`src/rtl/seg_pkg.sv`:
```
// Shared constants for the 7-segment scan driver: glyph table, dp bit position
// and idle-level helpers for either pin polarity.
package seg_pkg;

   localparam int DP_BIT = 2;

   localparam logic [7:0] SEG_TABLE [16] = '{
      8'hFA, 8'h22, 8'hB9, 8'hAB, 8'h63, 8'hCB, 8'hDB, 8'hA2,
      8'hFB, 8'hEB, 8'hF3, 8'h5B, 8'hD8, 8'h3B, 8'hD9, 8'hD1
   };

   function automatic logic [7:0] seg_off(input logic active_low);
      return active_low ? 8'hFF : 8'h00;
   endfunction

   // Wide enough for the largest supported digit count; callers slice it.
   function automatic logic [15:0] dig_off(input logic active_low);
      return active_low ? 16'hFFFF : 16'h0000;
   endfunction

endpackage

```
`src/rtl/seg_encode.sv`:
```
// Nibble-to-glyph lookup with the decimal point merged in.
// Purely combinational, active-high pattern.
module seg_encode
   import seg_pkg::*;
(
   input  logic [3:0] nibble,
   input  logic       dp,
   output logic [7:0] pattern
);

   always_comb begin
      pattern         = SEG_TABLE[nibble];
      pattern[DP_BIT] = dp;
   end

endmodule

```
`src/rtl/seg_scan_driver.sv`:
```
// Time-multiplexed 7-segment driver: double-buffered frame data, PWM brightness,
// leading-zero suppression; outputs registered one cycle behind the scan counters.
module seg_scan_driver #(
   parameter int DIGITS         = 4,
   parameter int DIV_LOG2       = 10,
   parameter int BRIGHT_W       = 4,
   parameter int SEG_ACTIVE_LOW = 0,
   parameter int DIG_ACTIVE_LOW = 1
) (
   input  logic                  clk,
   input  logic                  rst_n,
   input  logic                  load,
   input  logic [4*DIGITS-1:0]   data,
   input  logic [DIGITS-1:0]     dp,
   input  logic [DIGITS-1:0]     blank,
   input  logic                  lz_en,
   input  logic [BRIGHT_W-1:0]   bright,
   output logic [7:0]            seg,
   output logic [DIGITS-1:0]     dig,
   output logic                  frame_tick
);
   import seg_pkg::*;

   localparam int                IDX_W      = (DIGITS > 1) ? $clog2(DIGITS) : 1;
   localparam logic [IDX_W-1:0]  IDX_LAST   = IDX_W'(DIGITS - 1);
   localparam logic [7:0]        SEG_IDLE   = seg_off(SEG_ACTIVE_LOW != 0);
   localparam logic [15:0]       DIG_IDLE_W = dig_off(DIG_ACTIVE_LOW != 0);
   localparam logic [DIGITS-1:0] DIG_IDLE   = DIG_IDLE_W[DIGITS-1:0];

   logic [DIV_LOG2-1:0] div_cnt;
   logic [IDX_W-1:0]    idx;
   logic [4*DIGITS-1:0] pend_data, act_data;
   logic [DIGITS-1:0]   pend_dp, act_dp, pend_blank, act_blank;

   logic                wrap, frame_end, suppress, lit;
   logic                all_zero;
   logic [DIGITS-1:0]   zero_hi, dig_on;
   logic [3:0]          cur_nib;
   logic [7:0]          enc_seg, pat;

   seg_encode u_enc (
      .nibble  (cur_nib),
      .dp      (act_dp[idx]),
      .pattern (enc_seg)
   );

   // zero_hi[i]: every active nibble from i up to the top digit is zero.
   always_comb begin
      all_zero = 1'b1;
      zero_hi  = '0;
      for (int i = DIGITS - 1; i >= 0; i--) begin
         all_zero   = all_zero & (act_data[4*i +: 4] == 4'h0);
         zero_hi[i] = all_zero;
      end
   end

   always_comb begin
      wrap      = &div_cnt;
      frame_end = wrap && (idx == IDX_LAST);
      cur_nib   = act_data[4*int'(idx) +: 4];
      suppress  = lz_en && (idx != '0) && zero_hi[idx];
      lit       = (div_cnt[DIV_LOG2-1 -: BRIGHT_W] < bright) && !act_blank[idx];
      dig_on    = DIGITS'(1) << idx;
      pat       = enc_seg;
      if (suppress) begin
         pat         = 8'h00;
         pat[DP_BIT] = act_dp[idx];
      end
   end

   always_ff @(posedge clk) begin
      if (!rst_n) begin
         div_cnt    <= '0;
         idx        <= '0;
         pend_data  <= '0;
         pend_dp    <= '0;
         pend_blank <= '1;
         act_data   <= '0;
         act_dp     <= '0;
         act_blank  <= '1;
         seg        <= SEG_IDLE;
         dig        <= DIG_IDLE;
         frame_tick <= 1'b0;
      end else begin
         div_cnt <= div_cnt + 1'b1;
         if (wrap)
            idx <= frame_end ? '0 : idx + 1'b1;

         if (load) begin
            pend_data  <= data;
            pend_dp    <= dp;
            pend_blank <= blank;
         end
         // A load coinciding with the boundary bypasses pending so it is not lost a frame.
         if (frame_end) begin
            act_data  <= load ? data  : pend_data;
            act_dp    <= load ? dp    : pend_dp;
            act_blank <= load ? blank : pend_blank;
         end

         frame_tick <= (div_cnt == '0) && (idx == '0);
         if (lit) begin
            seg <= (SEG_ACTIVE_LOW != 0) ? ~pat : pat;
            dig <= (DIG_ACTIVE_LOW != 0) ? ~dig_on : dig_on;
         end else begin
            seg <= SEG_IDLE;
            dig <= DIG_IDLE;
         end
      end
   end

endmodule

```
`config.mk`:
```
export PLATFORM = sky130hd
export DESIGN_NAME = seg_scan_driver
export DESIGN_NICKNAME = d
export VERILOG_FILES = /design/src/rtl/seg_pkg.sv /design/src/rtl/seg_encode.sv /design/src/rtl/seg_scan_driver.sv
export SDC_FILE = /design/constraint.sdc
export NUM_CORES = 1
export LEC_CHECK = 0
export CAP_MARGIN = 20
export CORE_ASPECT_RATIO = 1.2
export CORE_MARGIN = 2
export CORE_UTILIZATION = 55
export CTS_CLUSTER_SIZE = 16
export DETAILED_ROUTE_END_ITERATION = 6
export PLACE_DENSITY = 0.77
export SLEW_MARGIN = 30
export SYNTH_ARGS = -nofsm -noshare
export SYNTH_HDL_FRONTEND = slang
export SYNTH_SLANG_ARGS = --single-unit
export TNS_END_PERCENT = 5
```
`constraint.sdc`:
```
create_clock -name clk -period 3.4 [get_ports clk]
set_clock_uncertainty 0.15 [all_clocks]
set_input_delay 0.85 -clock clk [delete_from_list [all_inputs] [get_ports clk]]
set_output_delay 0.85 -clock clk [all_outputs]
set_load 0.01 [all_outputs]
```
==> summary.md, run 1 <==
| Metric | Value |
|---|---|
| CP Max Fanout | 16 |
| Post-Syn Area | 3210 sq um |
| HP Class | flip-flop to flip-flop |
| Seq pwr share | 0.532 |
| Largest net degree at the start of global routing | 25 |
| Root Driver | clkbuf_8 |
| Net Sw Frac | 0.215 |
| Final std cells w/o fill | 423 |
| LEAKAGE | 1.65 nW |
| I/O pins | 45 |
| Synth Net Count | 357 |
| Psw | 0.356 mW |
| VDD IR max | 0.266 mV |
| Clk_lat worst skew | 0.34 ns |
| Syn Area/Cell | 10.4 sq um |
| Mapped Cells | 309 |
| Max clock buf depth | 2 |
| #FFs+latches synth | 73 |
| Reg clk slew, reported paths | 0.07 ns |
| Initial antenna violation count | 0 |
| Clock Power Share | 0.401 |
| Sequential fraction of the synthesis area | 0.455 |
| Int Power | 1.30 mW |
| TritonCTS clock tree | yes |
| Post-cts sizing count | 0 |
| Final Cell Area | 3890 sq um |
| DR vias/cell | 5.44 |
| Port Buffers | 44 |
| Asr flop ratio synth | 0 |
| Initial Util | 0.570 |
| Post-DRT Antenna Nets | 0 |
| Worst EP arrival | 2.51 ns |
| Normalized max-slew margin | 0.502 |
| CP Capture Type | flip-flop |
| N_diodes | 0 |
| RSZ-0062 raised after global routing | false |
| Tightest Pin Transition | 0.746 ns |
| Post-synth cell types | 48 |
| Minimum clock period | 2.45 ns |
| F_max | 408 MHz |
| Sum Neg Setup Slack | 0 ns |
| 1st-iter DRT viols | 65 |
| Layout area overhead | 21.1% |
| Clk sinks | 73 |
| Vias in the first global route | 2275 |
| Critical Path RT | 3.46 ns |
| Die height | 87.7 um |
| Hold path cells | 2 |
| Worst hold endpoint | pend_blank[3] |
| Max-slew violations | 0 |
| Global Route Usage Sum | 0.205 |
| Status | complete, no violations |
| Commonest non-fill, non-tap cell in the layout | dfxtp_1 |
| Global route total overflow | 0 |
| Most frequent cells in the layout | dfxtp_1 (73), clkdlybuf4s50_1 (44), nand2_1 (32) |
| EDFF count, synth | 0 |
| Worst reg-to-reg path cell count | 5 |
| Post-CTS Setup Bufs | 0 |
| H-tree levels | 3 |
| Maxcap violations | 0 |
| Core Util, Final | 0.690 |
| Power, Total | 1.66 mW |
| Setup CP Type | flip-flop to flip-flop |
| Num CTS Buffers | 9 |
| Crit-path max cell delay | 0.81 ns |
| Share of layout cells above drive strength 1 | 0.145 |
| Final setup margin | 0.948 ns |
| Crit-path cells | mux4_2 -> ha_1 -> inv_1 -> o31ai_1 -> nor3_1 |
| First-pass GRT wire length | 10.2 mm |
| Die X | 73.7 um |
| DPL Wire Length | 4.25 mm |
| Yosys warns | 0 |
| Post-CTS Hold Buffers | 0 |
| Drt first pass iters | 4 |
| Post-Place Cells | 407 |
| Core Rows | 30 |
| Via count | 2301 |
| Hold Path Origin | pend_blank[3] |
| Tcrit/Tclk final | 0.721 |
| Final hold slack | 0.325 ns |
| Die area | 6460 sq um |
| Final RePlAce weighted congestion | 0.792 |
| Most used DFF post-synth | dfxtp_1 |
| Final hold vios | 0 |
| WL/cell | 13.7 um |
| Dpl cell area | 3690 sq um |
| Startpoint Class | flip-flop |
| Comb power frac | 0.068 |
| R2R Setup Slk | 0.95 ns |
| Final setup fails | 0 |
| Area of the core | 5630 sq um |
| Worst R2R End | seg[5] |
| Layout Nets | 402 |
| Cell Pwr Density | 427 nW/um^2 |
| Routed wire length | 5.80 mm |
| Pre-CTS setup slack | 0.595 ns |
| Slowest CP cell | dfxtp_1 |
| R2r startpoint | idx[0] |
| DRC Markers | 0 |
[synth_stat cells, drive strengths merged, types with 2 or more instances]
cell     instances  area share
nor3             3      0.0047
a211oi           4      0.0094
o21ai            4      0.0062
buf             10       0.017
mux2            23       0.081
xor2             4       0.011
nor3b            2      0.0062
a311oi           2      0.0055
clkbuf           4      0.0047
nor2             7       0.011
nand4            2      0.0039
and2            11       0.021
inv             31       0.036
dfxtp           73        0.46
o31ai            2      0.0090
nor4             3      0.0058
a2bb2oi         19       0.052
mux2i            9       0.028
nand3            7       0.011
a21oi            8       0.012
xnor2            7       0.019
ha              16       0.062
nor4b            2      0.0055
a22o             4       0.011
nor2b            3      0.0058
nand2           32       0.037
mux4             4       0.028
[cell type report]
type / instances / area [sq um]
Timing Repair Buffer: 48 / 470
Clock inverter: 4 / 52.6
Fill cell: 437 / 1740
Tap cell: 64 / 80.1
Clock buffer: 12 / 145
Sequential cell: 73 / 1460
Inverter: 31 / 116
Multi-Input combinational cell: 191 / 1560
[routing by layer]
layer / track usage / vias to the layer above / part of all wire
met5: 0 / - / 0
met4: 0.106 / 0 / 0.022
met3: 0.0495 / 11 / 0.026
met2: 0.340 / 41 / 0.50
met1: 0.245 / 1079 / 0.45
li1: - / 1170 / -
[state kept, by name (all words and copies together), names as in the netlist]
register    flops
seg             8
frame_tick      1
div_cnt        10
act_dp          4
act_data       16
dig             4
pend_dp         4
idx             2
pend_data      16
act_blank       4
pend_blank      4
[worst max path at each step]
stage	startpoint	to	slack, ns
2_1_floorplan	load	act_data[10]	1.17
4_1_cts	idx[0]	seg[7]	0.95
3_3_place_gp	bright[1]	seg[7]	0.67
5_1_grt	idx[0]	seg[6]	0.74
3_5_place_dp	bright[1]	seg[7]	0.59
6_report	idx[0]	seg[5]	0.95
[cells by family (layout without fill, tap and decap cells)]
logic type / after synthesis / count (layout) / share of synthesized area
XOR/XNOR: 11 / 11 / 0.0300
flip-flops: 73 / 73 / 0.455
adder cells (fa/ha/maj): 16 / 16 / 0.0624
multiplexers: 36 / 36 / 0.137
buffers and inverters: 45 / 95 / 0.0581
AND/OR/NAND/NOR: 77 / 77 / 0.124
AO/OA/AOI/OAI: 51 / 51 / 0.133
[power groups by stage]
stage | clock [mW] | combinational, mW | sequential [mW]
detailed placement | 0 | 0.113 | 0.903
global placement | 0 | 0.111 | 0.902
CTS | 0.679 | 0.114 | 0.883
floorplan | 0 | 0.0614 | 0.901
global route | 0.722 | 0.125 | 0.885
finish | 0.665 | 0.112 | 0.883
[critical path: cells and delay by family, from the launching register on]
kind                     cells  cell delay, ns
AO/OA/AOI/OAI                1            0.50
buffers and inverters        1            0.09
multiplexers                 1            0.44
AND/OR/NAND/NOR              1            0.11
flip-flops                   1            0.81
adder cells (fa/ha/maj)      1            0.23
(Power assumes the default switching activity.)
==> run 2, diff against run 1 <==
CORE_UTILIZATION = 54   (was 55)
PLACE_DENSITY = 0.76   (was 0.77)
clock period = 2.4 ns   (was 3.4 ns; I/O delays follow)
==> run 2 against run 1 <==
  * Flip-flop and latch count did not move
  * Clock-buffer cell count shrank 2
  * Via count up 1.0%
  * Critical path depth rose by 1
  * Non-clock buffer count rose by 5
  * Critical endpoint is now seg[3]
  * Highest routed layer unchanged
==> summary.md, run 2 (synthesis results as in run 1) <==
| Metric | Value |
|---|---|
| Status | complete, no violations |
| Post-DRT Antenna Nets | 0 |
| Final hold vios | 0 |
| Normalized max-slew margin | 0.641 |
| Post-Place Cells | 428 |
| Die X | 74.4 um |
| Maxcap violations | 0 |
| Tightest Pin Transition | 0.534 ns |
| Commonest non-fill, non-tap cell in the layout | dfxtp_1 |
| Setup CP Type | flip-flop to flip-flop |
| Port Buffers | 44 |
| Via count | 2325 |
| H-tree levels | 3 |
| Initial Util | 0.563 |
| Layout area overhead | 22.2% |
| Crit-path max cell delay | 0.64 ns |
| Num CTS Buffers | 9 |
| LEAKAGE | 1.66 nW |
| CP Max Fanout | 8 |
| TritonCTS clock tree | yes |
| Max-slew violations | 0 |
| Tcrit/Tclk final | 0.925 |
| Minimum clock period | 2.22 ns |
| Power, Total | 2.19 mW |
| Routed wire length | 6.29 mm |
| Clk_lat worst skew | 0.34 ns |
| Core Rows | 30 |
| Core Util, Final | 0.688 |
| Layout Nets | 407 |
| Critical path's top delay family | multiplexers |
| Final std cells w/o fill | 442 |
| Area of the core | 5710 sq um |
| Final setup fails | 0 |
| Post-cts sizing count | 0 |
| N_diodes | 0 |
| Most frequent CP cell | a21oi_1 |
| Clk sinks | 73 |
| Root Driver | clkbuf_8 |
| Crit-path cells | mux4_2 -> inv_1 -> ha_1 -> a21oi_1 -> o21ai_0 -> a21oi_1 |
| I/O pins | 45 |
| 1st-iter DRT viols | 101 |
| DR vias/cell | 5.26 |
| WL/cell | 14.2 um |
| Die area | 6580 sq um |
| First-pass GRT wire length | 10.9 mm |
| Reg clk slew, reported paths | 0.07 ns |
| Share of layout cells above drive strength 1 | 0.155 |
| Drt first pass iters | 4 |
| HP Class | flip-flop to flip-flop |
| Initial antenna violation count | 0 |
| DPL Wire Length | 4.68 mm |
| Post-CTS Hold Buffers | 0 |
| Slowest CP cell | mux4_2 |
| Global Route Usage Sum | 0.217 |
| DRC Markers | 0 |
| Biggest regs | act_data x16, pend_data x16, div_cnt x10 |
| Cell Pwr Density | 558 nW/um^2 |
| F_max | 450 MHz |
| CP Capture Type | flip-flop |
| Max clock buf depth | 2 |
| Sum Neg Setup Slack | 0 ns |
| Die height | 88.5 um |
| Post-CTS Setup Bufs | 0 |
| Vias in the first global route | 2384 |
| VDD IR max | 0.425 mV |
| Largest net degree at the start of global routing | 25 |
| Critical Path RT | 2.46 ns |
| Global route total overflow | 0 |
| Most frequent cells in the layout | dfxtp_1 (73), clkdlybuf4s50_1 (44), nand2_1 (32) |
| Final RePlAce weighted congestion | 0.818 |
| RSZ-0062 raised after global routing | false |
| Startpoint Class | flip-flop |
| Worst EP arrival | 2.28 ns |
| Buf/Inv on CP | 1 |
==> run 2: changes by cell type in the layout (fill, tap and decap cells not counted) <==
cell | before | now
buf_4 | 4 | 7
buf_12 | 0 | 2
clkinv_2 | 1 | 3
clkinv_4 | 2 | 0
bufinv_16 | 1 | 0
clkbuf_1 | 2 | 1
clkbuf_8 | 10 | 9
clkinvlp_4 | 0 | 1
==> run 2: metrics by stage <==
stage	hold slack [ns]	setup slack, ns	area (sq um)
floorplan	0.287	0.336	3210
global placement	0.306	-0.0455	3770
detailed placement	0.315	-0.0769	3770
CTS	0.330	0.170	3920
global route	0.349	0.0431	3920
finish	0.328	0.179	3920
==> run 2: final timing paths <==
| kind | startpoint | end | depth (start not counted) | slack (ns) |
|---|---|---|---|---|
| max | idx[0] | seg[3] | 6 | 0.18 |
| min reg2reg | div_cnt[0] | div_cnt[0] | 1 | 0.33 |
| min | div_cnt[0] | div_cnt[0] | 1 | 0.33 |
| max reg2reg | idx[0] | seg[3] | 6 | 0.18 |
==> run 2: layout make-up <==
class,count,area [sq um]
tap,80,100
inverter,31,116
fill,488,1780
timing repair buffer,53,533
multi-input combinational,191,1560
clock buffer,10,128
clock inverter,4,22.5
sequential,73,1460
==> run 2: report_power, final <==
part           total (mW)  internal, mW  switching, mW
Combinational       0.166         0.100         0.0656
Clock               0.770         0.358          0.412
Sequential           1.25          1.24         0.0101
Total                2.19          1.70          0.488
==> run 2: metal layers <==
metal	share of wire	wire, um	vias to the layer above	GRT usage
met3	0.034	211	7	0.0524
met1	0.43	2700	1107	0.255
li1	-	-	1174	-
met2	0.53	3330	37	0.385
met5	0	0	-	0
met4	0.0091	57	0	0.0747
